## config.mk

```make
export PLATFORM = sky130hd
export DESIGN_NAME = path_delay_spy_ctrl_flat
export DESIGN_NICKNAME = d
export VERILOG_FILES = /design/src/rtl/path_delay_spy_ctrl_if.sv /design/src/rtl/path_delay_spy_ctrl.sv /design/src/flat_wrapper.sv
export SDC_FILE = /design/constraint.sdc
export NUM_CORES = 1
export LEC_CHECK = 0
export ABC_AREA = 1
export BUFFER_PORTS_ARGS = -buffer_cell sky130_fd_sc_hd__buf_2
export CAP_MARGIN = 5
export CORE_AREA = 2 2 106 108
export CTS_CLUSTER_SIZE = 24
export DETAILED_ROUTE_END_ITERATION = 8
export DIE_AREA = 0 0 108 110
export PLACE_DENSITY = 0.81
export SKIP_CTS_REPAIR_TIMING = 1
export SLEW_MARGIN = 40
export SYNTH_ARGS = -nofsm -noshare
export SYNTH_HDL_FRONTEND = slang
export SYNTH_SLANG_ARGS = --single-unit
```

## constraint.sdc

```tcl
create_clock -name clk -period 4.51 [get_ports clk]
set_clock_uncertainty 0.2 [all_clocks]
set_input_delay 0.6765 -clock clk [delete_from_list [all_inputs] [get_ports clk]]
set_output_delay 0.6765 -clock clk [all_outputs]
set_load 0.1 [all_outputs]
```

## src/rtl/path_delay_spy_ctrl_if.sv

```systemverilog
// ---------------------------------------------------------------------------
// path_delay_spy_ctrl_if
//
// Purpose : groups the control, configuration, path-probe and status signals
//           of path_delay_spy_ctrl into one bundle. clk and rst stay outside
//           as plain scalar ports on the controller.
//
// Signals (direction seen from the controller, modport slave):
//   start          in   begin a measurement run (honoured only when idle)
//   abort          in   terminate the run in progress
//   num_trials     in   number of launch/capture trials in a run
//   settle_cycles  in   quiet cycles before each launch (0 behaves as 1)
//   sample_cycles  in   cycles from launch to capture (0 behaves as 1)
//   expect_inv     in   1: path output is the inverse of the path input
//   arm_trigger    in   1: hold the trojan trigger inputs active while busy
//   path_out       in   monitored path endpoint (same clock domain)
//   path_in        out  registered stimulus driving the path source
//   ht_in1/ht_in2  out  trojan trigger inputs
//   busy           out  run in progress
//   done           out  one-cycle pulse at run completion
//   trial_count    out  completed trials
//   err_count      out  mismatching trials (saturating)
//   first_fail     out  1-based index of first mismatching trial, 0 if none
//
// Modports: master = stimulus/host side, slave = controller side.
// ---------------------------------------------------------------------------
interface path_delay_spy_ctrl_if #(
  parameter int CNT_W = 16
);

  logic             start;
  logic             abort;
  logic [CNT_W-1:0] num_trials;
  logic [7:0]       settle_cycles;
  logic [7:0]       sample_cycles;
  logic             expect_inv;
  logic             arm_trigger;
  logic             path_out;

  logic             path_in;
  logic             ht_in1;
  logic             ht_in2;
  logic             busy;
  logic             done;
  logic [CNT_W-1:0] trial_count;
  logic [CNT_W-1:0] err_count;
  logic [CNT_W-1:0] first_fail;

  modport master (
    output start, abort, num_trials, settle_cycles, sample_cycles,
           expect_inv, arm_trigger, path_out,
    input  path_in, ht_in1, ht_in2, busy, done,
           trial_count, err_count, first_fail
  );

  modport slave (
    input  start, abort, num_trials, settle_cycles, sample_cycles,
           expect_inv, arm_trigger, path_out,
    output path_in, ht_in1, ht_in2, busy, done,
           trial_count, err_count, first_fail
  );

endinterface

```

## src/rtl/path_delay_spy_ctrl.sv

```systemverilog
// ---------------------------------------------------------------------------
// path_delay_spy_ctrl
//
// Purpose : measures whether a combinational path settles within a chosen
//           number of cycles. Each trial waits a quiet period, toggles the
//           path source (path_in), waits sample_cycles, captures the path
//           endpoint (path_out) and compares it with the value the path
//           should produce. Trial and mismatch counts plus the index of the
//           first failing trial are reported. While a run is in progress the
//           trojan trigger inputs can optionally be held active so that a
//           triggered payload's extra delay shows up as mismatches.
//
// Ports   :
//   clk   in   single clock, all state changes on the rising edge
//   rst   in   asynchronous, active-high reset
//   bus   slave modport of path_delay_spy_ctrl_if (see that file)
//
// Parameters:
//   CNT_W  width of trial_count / err_count / first_fail / num_trials
//
// Sequence per trial: SETTLE (max(settle,1)) -> LAUNCH (1) ->
//   WAIT (max(sample,1)) -> CHECK (1); after the last trial DONE (1).
// ---------------------------------------------------------------------------
module path_delay_spy_ctrl #(
  parameter int CNT_W = 16
) (
  input  logic                clk,
  input  logic                rst,
  path_delay_spy_ctrl_if.slave bus
);

  localparam logic [CNT_W-1:0] CNT_ONE  = CNT_W'(1);
  localparam logic [CNT_W-1:0] CNT_ZERO = '0;
  localparam logic [CNT_W-1:0] CNT_MAX  = '1;

  typedef enum logic [2:0] {
    S_IDLE,
    S_SETTLE,
    S_LAUNCH,
    S_WAIT,
    S_CHECK,
    S_DONE
  } state_t;

  state_t state;
  state_t state_nxt;

  // Configuration captured when a run is accepted.
  logic [CNT_W-1:0] num_trials_q;
  logic [7:0]       settle_q;
  logic [7:0]       sample_q;
  logic             expect_inv_q;
  logic             arm_q;

  // Datapath.
  logic [7:0]       timer;
  logic             path_in_q;
  logic             captured;
  logic [CNT_W-1:0] trial_q;
  logic [CNT_W-1:0] err_q;
  logic [CNT_W-1:0] first_q;

  // Derived terms.
  logic             busy_int;
  logic             timer_zero;
  logic [CNT_W-1:0] trial_next;
  logic             mismatch;
  logic             last_trial;

  // Dwell states last max(cycles,1); the timer counts down to zero from the
  // loaded value, so it is loaded with one less than the dwell length.
  function automatic logic [7:0] dwell_load(input logic [7:0] cycles);
    return (cycles == 8'd0) ? 8'd0 : cycles - 8'd1;
  endfunction

  assign busy_int   = (state == S_SETTLE) || (state == S_LAUNCH) ||
                      (state == S_WAIT)   || (state == S_CHECK);
  assign timer_zero = (timer == 8'd0);
  assign trial_next = trial_q + CNT_ONE;
  // In CHECK path_in already holds the launched value, so the settled path
  // endpoint must equal it (or its inverse for an inverting path).
  assign mismatch   = captured != (path_in_q ^ expect_inv_q);
  assign last_trial = (trial_next == num_trials_q);

  // -------------------------------------------------------------------------
  // State register
  // -------------------------------------------------------------------------
  // NOTE: sequential state uses non-blocking assignments so every register
  // samples the pre-edge values, independent of process ordering.
  always_ff @(posedge clk or posedge rst) begin
    if (rst) begin
      state <= S_IDLE;
    end else begin
      state <= state_nxt;
    end
  end

  // -------------------------------------------------------------------------
  // Next-state logic. Abort is only meaningful in the busy states and takes
  // priority over every other transition there, including the CHECK update.
  // -------------------------------------------------------------------------
  // NOTE: the default assignment first keeps this block free of latches on
  // any path that does not explicitly assign state_nxt.
  always_comb begin
    state_nxt = state;
    unique case (state)
      S_IDLE: begin
        if (bus.start) begin
          // The raw input is used here because it is being latched on this
          // same edge; a zero-trial run skips straight to DONE.
          state_nxt = (bus.num_trials == CNT_ZERO) ? S_DONE : S_SETTLE;
        end
      end
      S_SETTLE: begin
        if (bus.abort)       state_nxt = S_IDLE;
        else if (timer_zero) state_nxt = S_LAUNCH;
      end
      S_LAUNCH: begin
        if (bus.abort) state_nxt = S_IDLE;
        else           state_nxt = S_WAIT;
      end
      S_WAIT: begin
        if (bus.abort)       state_nxt = S_IDLE;
        else if (timer_zero) state_nxt = S_CHECK;
      end
      S_CHECK: begin
        if (bus.abort)       state_nxt = S_IDLE;
        else if (last_trial) state_nxt = S_DONE;
        else                 state_nxt = S_SETTLE;
      end
      S_DONE: begin
        state_nxt = S_IDLE;
      end
      default: begin
        state_nxt = S_IDLE;
      end
    endcase
  end

  // -------------------------------------------------------------------------
  // Configuration latch, dwell timer, stimulus and result counters.
  // An abort leaves every register as it is; the FSM simply returns to IDLE.
  // -------------------------------------------------------------------------
  // NOTE: the configuration registers are reset along with everything else
  // so the trigger outputs and comparison polarity are never unknown.
  always_ff @(posedge clk or posedge rst) begin
    if (rst) begin
      num_trials_q <= '0;
      settle_q     <= '0;
      sample_q     <= '0;
      expect_inv_q <= 1'b0;
      arm_q        <= 1'b0;
      timer        <= '0;
      path_in_q    <= 1'b0;
      captured     <= 1'b0;
      trial_q      <= '0;
      err_q        <= '0;
      first_q      <= '0;
    end else begin
      unique case (state)
        S_IDLE: begin
          if (bus.start) begin
            num_trials_q <= bus.num_trials;
            settle_q     <= bus.settle_cycles;
            sample_q     <= bus.sample_cycles;
            expect_inv_q <= bus.expect_inv;
            arm_q        <= bus.arm_trigger;
            timer        <= dwell_load(bus.settle_cycles);
            trial_q      <= '0;
            err_q        <= '0;
            first_q      <= '0;
          end
        end
        S_SETTLE: begin
          if (!bus.abort && !timer_zero) begin
            timer <= timer - 8'd1;
          end
        end
        S_LAUNCH: begin
          if (!bus.abort) begin
            path_in_q <= ~path_in_q;
            timer     <= dwell_load(sample_q);
          end
        end
        S_WAIT: begin
          if (!bus.abort) begin
            if (timer_zero) begin
              captured <= bus.path_out;
            end else begin
              timer <= timer - 8'd1;
            end
          end
        end
        S_CHECK: begin
          if (!bus.abort) begin
            trial_q <= trial_next;
            timer   <= dwell_load(settle_q);
            if (mismatch) begin
              if (err_q != CNT_MAX) begin
                err_q <= err_q + CNT_ONE;
              end
              if (first_q == CNT_ZERO) begin
                first_q <= trial_next;
              end
            end
          end
        end
        default: begin
          // DONE: results are held until the next accepted start.
        end
      endcase
    end
  end

  // -------------------------------------------------------------------------
  // Outputs: decoded from registers only, so all read 0 as soon as reset is
  // asserted.
  // -------------------------------------------------------------------------
  assign bus.path_in     = path_in_q;
  assign bus.busy        = busy_int;
  assign bus.done        = (state == S_DONE);
  assign bus.ht_in1      = busy_int & arm_q;
  assign bus.ht_in2      = busy_int & arm_q;
  assign bus.trial_count = trial_q;
  assign bus.err_count   = err_q;
  assign bus.first_fail  = first_q;

endmodule

```

## src/flat_wrapper.sv

```systemverilog
// flat-port wrapper written by rule: the top's interface ports become plain ports
module path_delay_spy_ctrl_flat 
#(
  parameter int CNT_W = 16
)
  (clk, rst, bus_start, bus_abort, bus_num_trials, bus_settle_cycles, bus_sample_cycles, bus_expect_inv, bus_arm_trigger, bus_path_out, bus_path_in, bus_ht_in1, bus_ht_in2, bus_busy, bus_done, bus_trial_count, bus_err_count, bus_first_fail);
  path_delay_spy_ctrl_if #(.CNT_W(CNT_W)) bus_i ();
  input  logic clk;
  input  logic rst;
  input wire logic [$bits(bus_i.start)-1:0] bus_start;
  input wire logic [$bits(bus_i.abort)-1:0] bus_abort;
  input wire logic [$bits(bus_i.num_trials)-1:0] bus_num_trials;
  input wire logic [$bits(bus_i.settle_cycles)-1:0] bus_settle_cycles;
  input wire logic [$bits(bus_i.sample_cycles)-1:0] bus_sample_cycles;
  input wire logic [$bits(bus_i.expect_inv)-1:0] bus_expect_inv;
  input wire logic [$bits(bus_i.arm_trigger)-1:0] bus_arm_trigger;
  input wire logic [$bits(bus_i.path_out)-1:0] bus_path_out;
  output wire logic [$bits(bus_i.path_in)-1:0] bus_path_in;
  output wire logic [$bits(bus_i.ht_in1)-1:0] bus_ht_in1;
  output wire logic [$bits(bus_i.ht_in2)-1:0] bus_ht_in2;
  output wire logic [$bits(bus_i.busy)-1:0] bus_busy;
  output wire logic [$bits(bus_i.done)-1:0] bus_done;
  output wire logic [$bits(bus_i.trial_count)-1:0] bus_trial_count;
  output wire logic [$bits(bus_i.err_count)-1:0] bus_err_count;
  output wire logic [$bits(bus_i.first_fail)-1:0] bus_first_fail;
  assign bus_i.start = bus_start;
  assign bus_i.abort = bus_abort;
  assign bus_i.num_trials = bus_num_trials;
  assign bus_i.settle_cycles = bus_settle_cycles;
  assign bus_i.sample_cycles = bus_sample_cycles;
  assign bus_i.expect_inv = bus_expect_inv;
  assign bus_i.arm_trigger = bus_arm_trigger;
  assign bus_i.path_out = bus_path_out;
  assign bus_path_in = bus_i.path_in;
  assign bus_ht_in1 = bus_i.ht_in1;
  assign bus_ht_in2 = bus_i.ht_in2;
  assign bus_busy = bus_i.busy;
  assign bus_done = bus_i.done;
  assign bus_trial_count = bus_i.trial_count;
  assign bus_err_count = bus_i.err_count;
  assign bus_first_fail = bus_i.first_fail;
  path_delay_spy_ctrl #(.CNT_W(CNT_W)) u_core (.clk(clk), .rst(rst), .bus(bus_i));
endmodule
```

* Word level (Yosys, flattened, before mapping)
Cells that the tools add are included.
Cells by class: bitwise operators 4, $add $sub $neg 6, eq/ne operators 19, multiplexer cells 31, reductions and logical operators 23
Operators by type and width (number):
- $mux W16 | 8
- $pmux W16 S2 | 3
- $mux W8 | 9
- $pmux W8 S5 | 1
- $add A16 B1 Y16 const B | 2
- $logic_not A16 Y1 | 2
- $logic_not A8 Y1 | 4
- $sub A8 B1 Y8 const B | 4
- $mux W3 | 8
- $eq A16 B16 Y1 | 1
- $ne A16 B16 Y1 const B | 1
- $ne A2 B2 Y1 const B | 8
- $pmux W3 S5 | 1
- $reduce_and A5 Y1 | 2
- $reduce_and A3 Y1 | 3
- $reduce_and A7 Y1 | 1
- $eq A3 B2 Y1 const B | 2
- $eq A3 B3 Y1 const B | 2
- $ne A3 B2 Y1 const B | 2
- $reduce_bool A5 Y1 | 1
- $reduce_and A2 Y1 | 2
- $eq A3 B1 Y1 const B | 1
- $logic_not A3 Y1 | 1
- $logic_or A1 B1 Y1 | 3
- 9 further kinds | 11
Word-level totals: flip-flop bits (word level) 95, input bits 39, output and inout port bits 53

* Depth between registers and ports, before layout
word-level depth 5, depth in mapped cells 13, mapped depth without buffers 12

* Worst setup path before layout
OpenSTA, ideal clock, no wires.
path type reg2out, start register u_core.state[2], end output bus_ht_in2, slack 608 ps, cell stages (with the launch flop) 7, arrival time 3025 ps, cell sequence dfrtp_1 nor2_2 inv_2 nand3_2 inv_2 nor2_1 buf_4
Between the ends: longest elaborated chain between the ends 5, elaborated cells on any way between the ends 8
RTL lines:
- start: declaration | line path_delay_spy_ctrl.sv:45 | state_t state;
- start signal: assignment | line path_delay_spy_ctrl.sv:94 | state <= state_nxt;
- $eq A3 B1 Y1 or $eq A3 B2 Y1 (tied branches) | line path_delay_spy_ctrl.sv:76 | assign busy_int = (state == S_SETTLE) || (state == S_LAUNCH) ||
- $logic_or A1 B1 Y1 (2 in a row) | line path_delay_spy_ctrl.sv:76
- $logic_or A1 B1 Y1 (*) | line path_delay_spy_ctrl.sv:77 | (state == S_WAIT) || (state == S_CHECK);
- named net bus_busy | line flat_wrapper.sv:21 | output wire logic [$bits(bus_i.busy)-1:0] bus_busy;
- $and A1 B1 Y1 (*)
- end: declaration | line flat_wrapper.sv:20 | output wire logic [$bits(bus_i.ht_in2)-1:0] bus_ht_in2;
The timed path passes the listed nets; every way through them passes the cells marked *.

* Worst setup path in the final report
start register u_core.state[1], end output bus_ht_in1
Between the ends: longest elaborated chain between the ends 5, elaborated cells on any way between the ends 8
RTL lines:
- $eq A3 B1 Y1 or $eq A3 B2 Y1 (tied branches) | line path_delay_spy_ctrl.sv:76
- $logic_or A1 B1 Y1 (2 in a row) | line path_delay_spy_ctrl.sv:76
- $logic_or A1 B1 Y1 (*) | line path_delay_spy_ctrl.sv:77
- $and A1 B1 Y1 (*) | line path_delay_spy_ctrl.sv:222 | assign bus.ht_in1 = busy_int & arm_q;
- end: declaration | line flat_wrapper.sv:19 | output wire logic [$bits(bus_i.ht_in1)-1:0] bus_ht_in1;
Every way passes the cells marked *; elsewhere a longest branch is shown, timed or not.

==> results by group <==
Final layout
  • Final std cells w/o fill: 999
  • Share of cells above drive strength 1: 0.167
  • P&R area growth vs syn: 13.3%
  • Final Net Count: 901
  • Area of the multi-input gates: 2820 µm²
  • Reg area: 2380 µm²
  • Fill cells: 993

Place
  • Routability cong.: 0.928
  • Final HPWL DP: 10900 µm
  • Port Buffers: 91
  • Placed cells: 982

Route
  • Pre-antenna DRT Iters: 5
  • Top layer in use: met4
  • Via Count: 5451
  • WL per Instance: 14.7 µm
  • Post-route DRC: 0
  • First DRT Iteration DRCs: 444
  • Post-DRT Antenna Nets: 0
  • Routed wl met3: 1170 µm
  • Via density per instance: 5.46
  • Met2 wire length: 6690 µm
  • M1 WL: 6480 µm
  • Post-Route WL: 14600 µm

Floorplan
  • Initial Utilization: 0.530
  • Die area: 11900 µm²
  • Die height: 110 µm
  • FP Rows: 38
  • Die width: 108 µm
  • Core Footprint: 10700 µm²
  • IO Count: 92

Pwr
  • Worst VDD drop: 0.443 mV
  • NetSw: 0.00146 W
  • Pint: 0.00178 W
  • Seq pwr share: 0.377
  • Tot Pwr: 0.00324 W
  • Net Sw Frac: 0.450
  • Clock power share: 0.196
  • Combinational power share: 0.427
  • Pwr dens: 504 nW/µm²
  • Cell leakage power: 3.15 nW

Yosys
  • Syn Nets: 818
  • Post-synth top area share: 0.419
  • Area contributors post-synth: dfrtp_1 42%, nand2_1 15%, o21ai_0 5.9%, inv_1 5.5%, nand3_1 4.7%
  • Synth Instances: 770
  • Yosys reg bits: 95
  • Cell variety after synth: 45
  • Yosys warnings: 0
  • Register area share after synthesis: 0.419
  • Dominant cell type by area after synthesis: dfrtp_1
  • Synthesized area per cell: 7.37 µm²
  • Synthesized cell area: 5670 µm²

CTS
  • Clock Tree Root: clkbuf_8
  • CTS Buf Count: 9
  • CTS tree: built
  • Clock transition at path regs: 100 ps
  • Clk sinks: 95
  • Clock latency at the later pin of the worst-skew pair: 390 ps
  • Clock H-tree levels: 3
  • Clk buf depth: 2

Critical path
  • WP data required: 3630 ps
  • CP Max Fanout: 25
  • CP Class: reg -> out
  • Arrival @ worst endpoint: 2110 ps
  • Crit path launch type: register
  • Crit path capture type: output pin

Timing
  • Final hold slack: 175 ps
  • Setup_tns: 0 ps
  • Fmax: 335 MHz
  • Final count of hold timing violations: 0
  • Worst slew pin tran: 712 ps
  • Final Cycle Share: 0.661
  • Slew headroom: 0.524
  • Tmin final: 2980 ps
  • Final Slew Violations: 0
  • RSZ-0062 raised after global routing: false
  • Final setup fails: 0

Worst hold path
  • Hold Path Class: in -> async

Global route
  • Initial antenna violation count: 0
  • Total gr overflow: 0
  • Global-route wire length before repair: 24100 µm
  • Vias in the first global route: 4944
  • GRT Util Overall: 0.260
  • Largest net degree at the start of global routing: 73

Status
  • Run status: finished clean

Run
  • Max-Cap Viols: 0
-- sequential cells by signal (all words and copies together), names as in the netlist --
name	count
u_core.bus.first_fail	16
u_core.bus.err_count	16
u_core.bus.path_in	1
u_core.expect_inv_q	1
u_core.timer	8
u_core.arm_q	1
u_core.num_trials_q	16
u_core.bus.trial_count	16
u_core.state	3
u_core.sample_q	8
u_core.settle_q	8
u_core.captured	1
-- cell families (layout without fill, tap and decap cells) --
kind of cell	Yosys count	after routing	share of synthesized area
XOR/XNOR	27	27	0.0441
AO/OA/AOI/OAI	120	120	0.118
buffers and inverters	115	203	0.0836
adder cells (fa/ha/maj)	9	9	0.0199
flip-flops	95	95	0.419
multiplexers	1	1	0.00199
other	0	1	0
AND/OR/NAND/NOR	403	403	0.313
-- critical path: stages (launching register included) --
cell	delay, ps
dfrtp_1	460
inv_2	120
nand3_4	270
nand3_2	230
inv_2	70
nor2_1	120
buf_2	450
-- per-stage QoR --
step / area, µm² / utilization / setup slack, ps
2_1_floorplan: 5670 / - / 608
3_3_place_gp: 6200 / 0.580 / 1720
3_5_place_dp: 6200 / 0.580 / 1630
4_1_cts: 6420 / 0.600 / 1510
5_1_grt: 6420 / 0.600 / 1400
6_report: 6430 / 0.601 / 1530
-- Yosys cell counts (all sizes together) --
| library cell | instances |
|---|---|
| inv | 94 |
| o22ai | 3 |
| nand4 | 15 |
| o21a | 2 |
| nor3b | 1 |
| nand2 | 231 |
| o21ai | 79 |
| or2 | 2 |
| o311ai | 1 |
| xnor3 | 1 |
| a21boi | 1 |
| buf | 11 |
| dfrtp | 95 |
| clkbuf | 10 |
| and2 | 2 |
| xnor2 | 4 |
| nor4 | 10 |
| a31oi | 1 |
| mux2 | 1 |
| nand3b | 4 |
| nor3 | 16 |
| nor2 | 66 |
| xor2 | 22 |
| o31ai | 7 |
| o2111ai | 2 |
| ha | 9 |
| nand3 | 56 |
| o221ai | 1 |
| a21oi | 23 |
-- path summary, 6_finish.rpt --
path | start | to | slack [ps] | cells past startpoint
min | rst | u_core.settle_q[2] | 170 | 2
max reg2reg | u_core.state[1] | u_core.bus.err_count[3] | 1630 | 10
max in group asynchronous | rst | u_core.sample_q[1] | 3170 | 3
max | u_core.state[1] | bus_ht_in1 | 1530 | 6
min in group clk | u_core.timer[6] | u_core.timer[6] | 300 | 2
min reg2reg | u_core.timer[6] | u_core.timer[6] | 300 | 2
-- placed cells by master, fill, tap and decap left out, drive strengths merged, types with 10 or more instances in the layout --
cell,count
nand2,231
o21ai,79
xor2,22
nand3,56
nor2,66
a21oi,23
buf,93
nand4,15
dfrtp,95
inv,95
nor3,16
nor4,10
-- layout make-up --
type,instances,area share
clock buffers,9,0.0193
inverters,94,0.0561
well taps,140,0.0273
multi-input cells,560,0.439
flip-flops and latches,95,0.370
diodes,1,0.000389
repair buffers,93,0.0732
clock inverters,7,0.0150
-- metal layers --
| layer | up-vias | global-route usage |
|---|---|---|
| li1 | 2669 | - |
| met1 | 2525 | 0.363 |
| met2 | 223 | 0.412 |
| met3 | 34 | 0.0523 |
| met4 | 0 | 0.0788 |
| met5 | - | 0 |
-- power groups by stage --
stage | combinational [W] | clock [W] | sequential, W
final | 0.00138 | 0.000636 | 0.00122
after global routing | 0.00156 | 0.000686 | 0.00124
after CTS | 0.00138 | 0.000644 | 0.00121
after detailed placement | 0.00137 | 0 | 0.00123
after global placement | 0.00134 | 0 | 0.00122
after floorplan | 0.00109 | 0 | 0.00125
(Power assumes the default switching activity.)
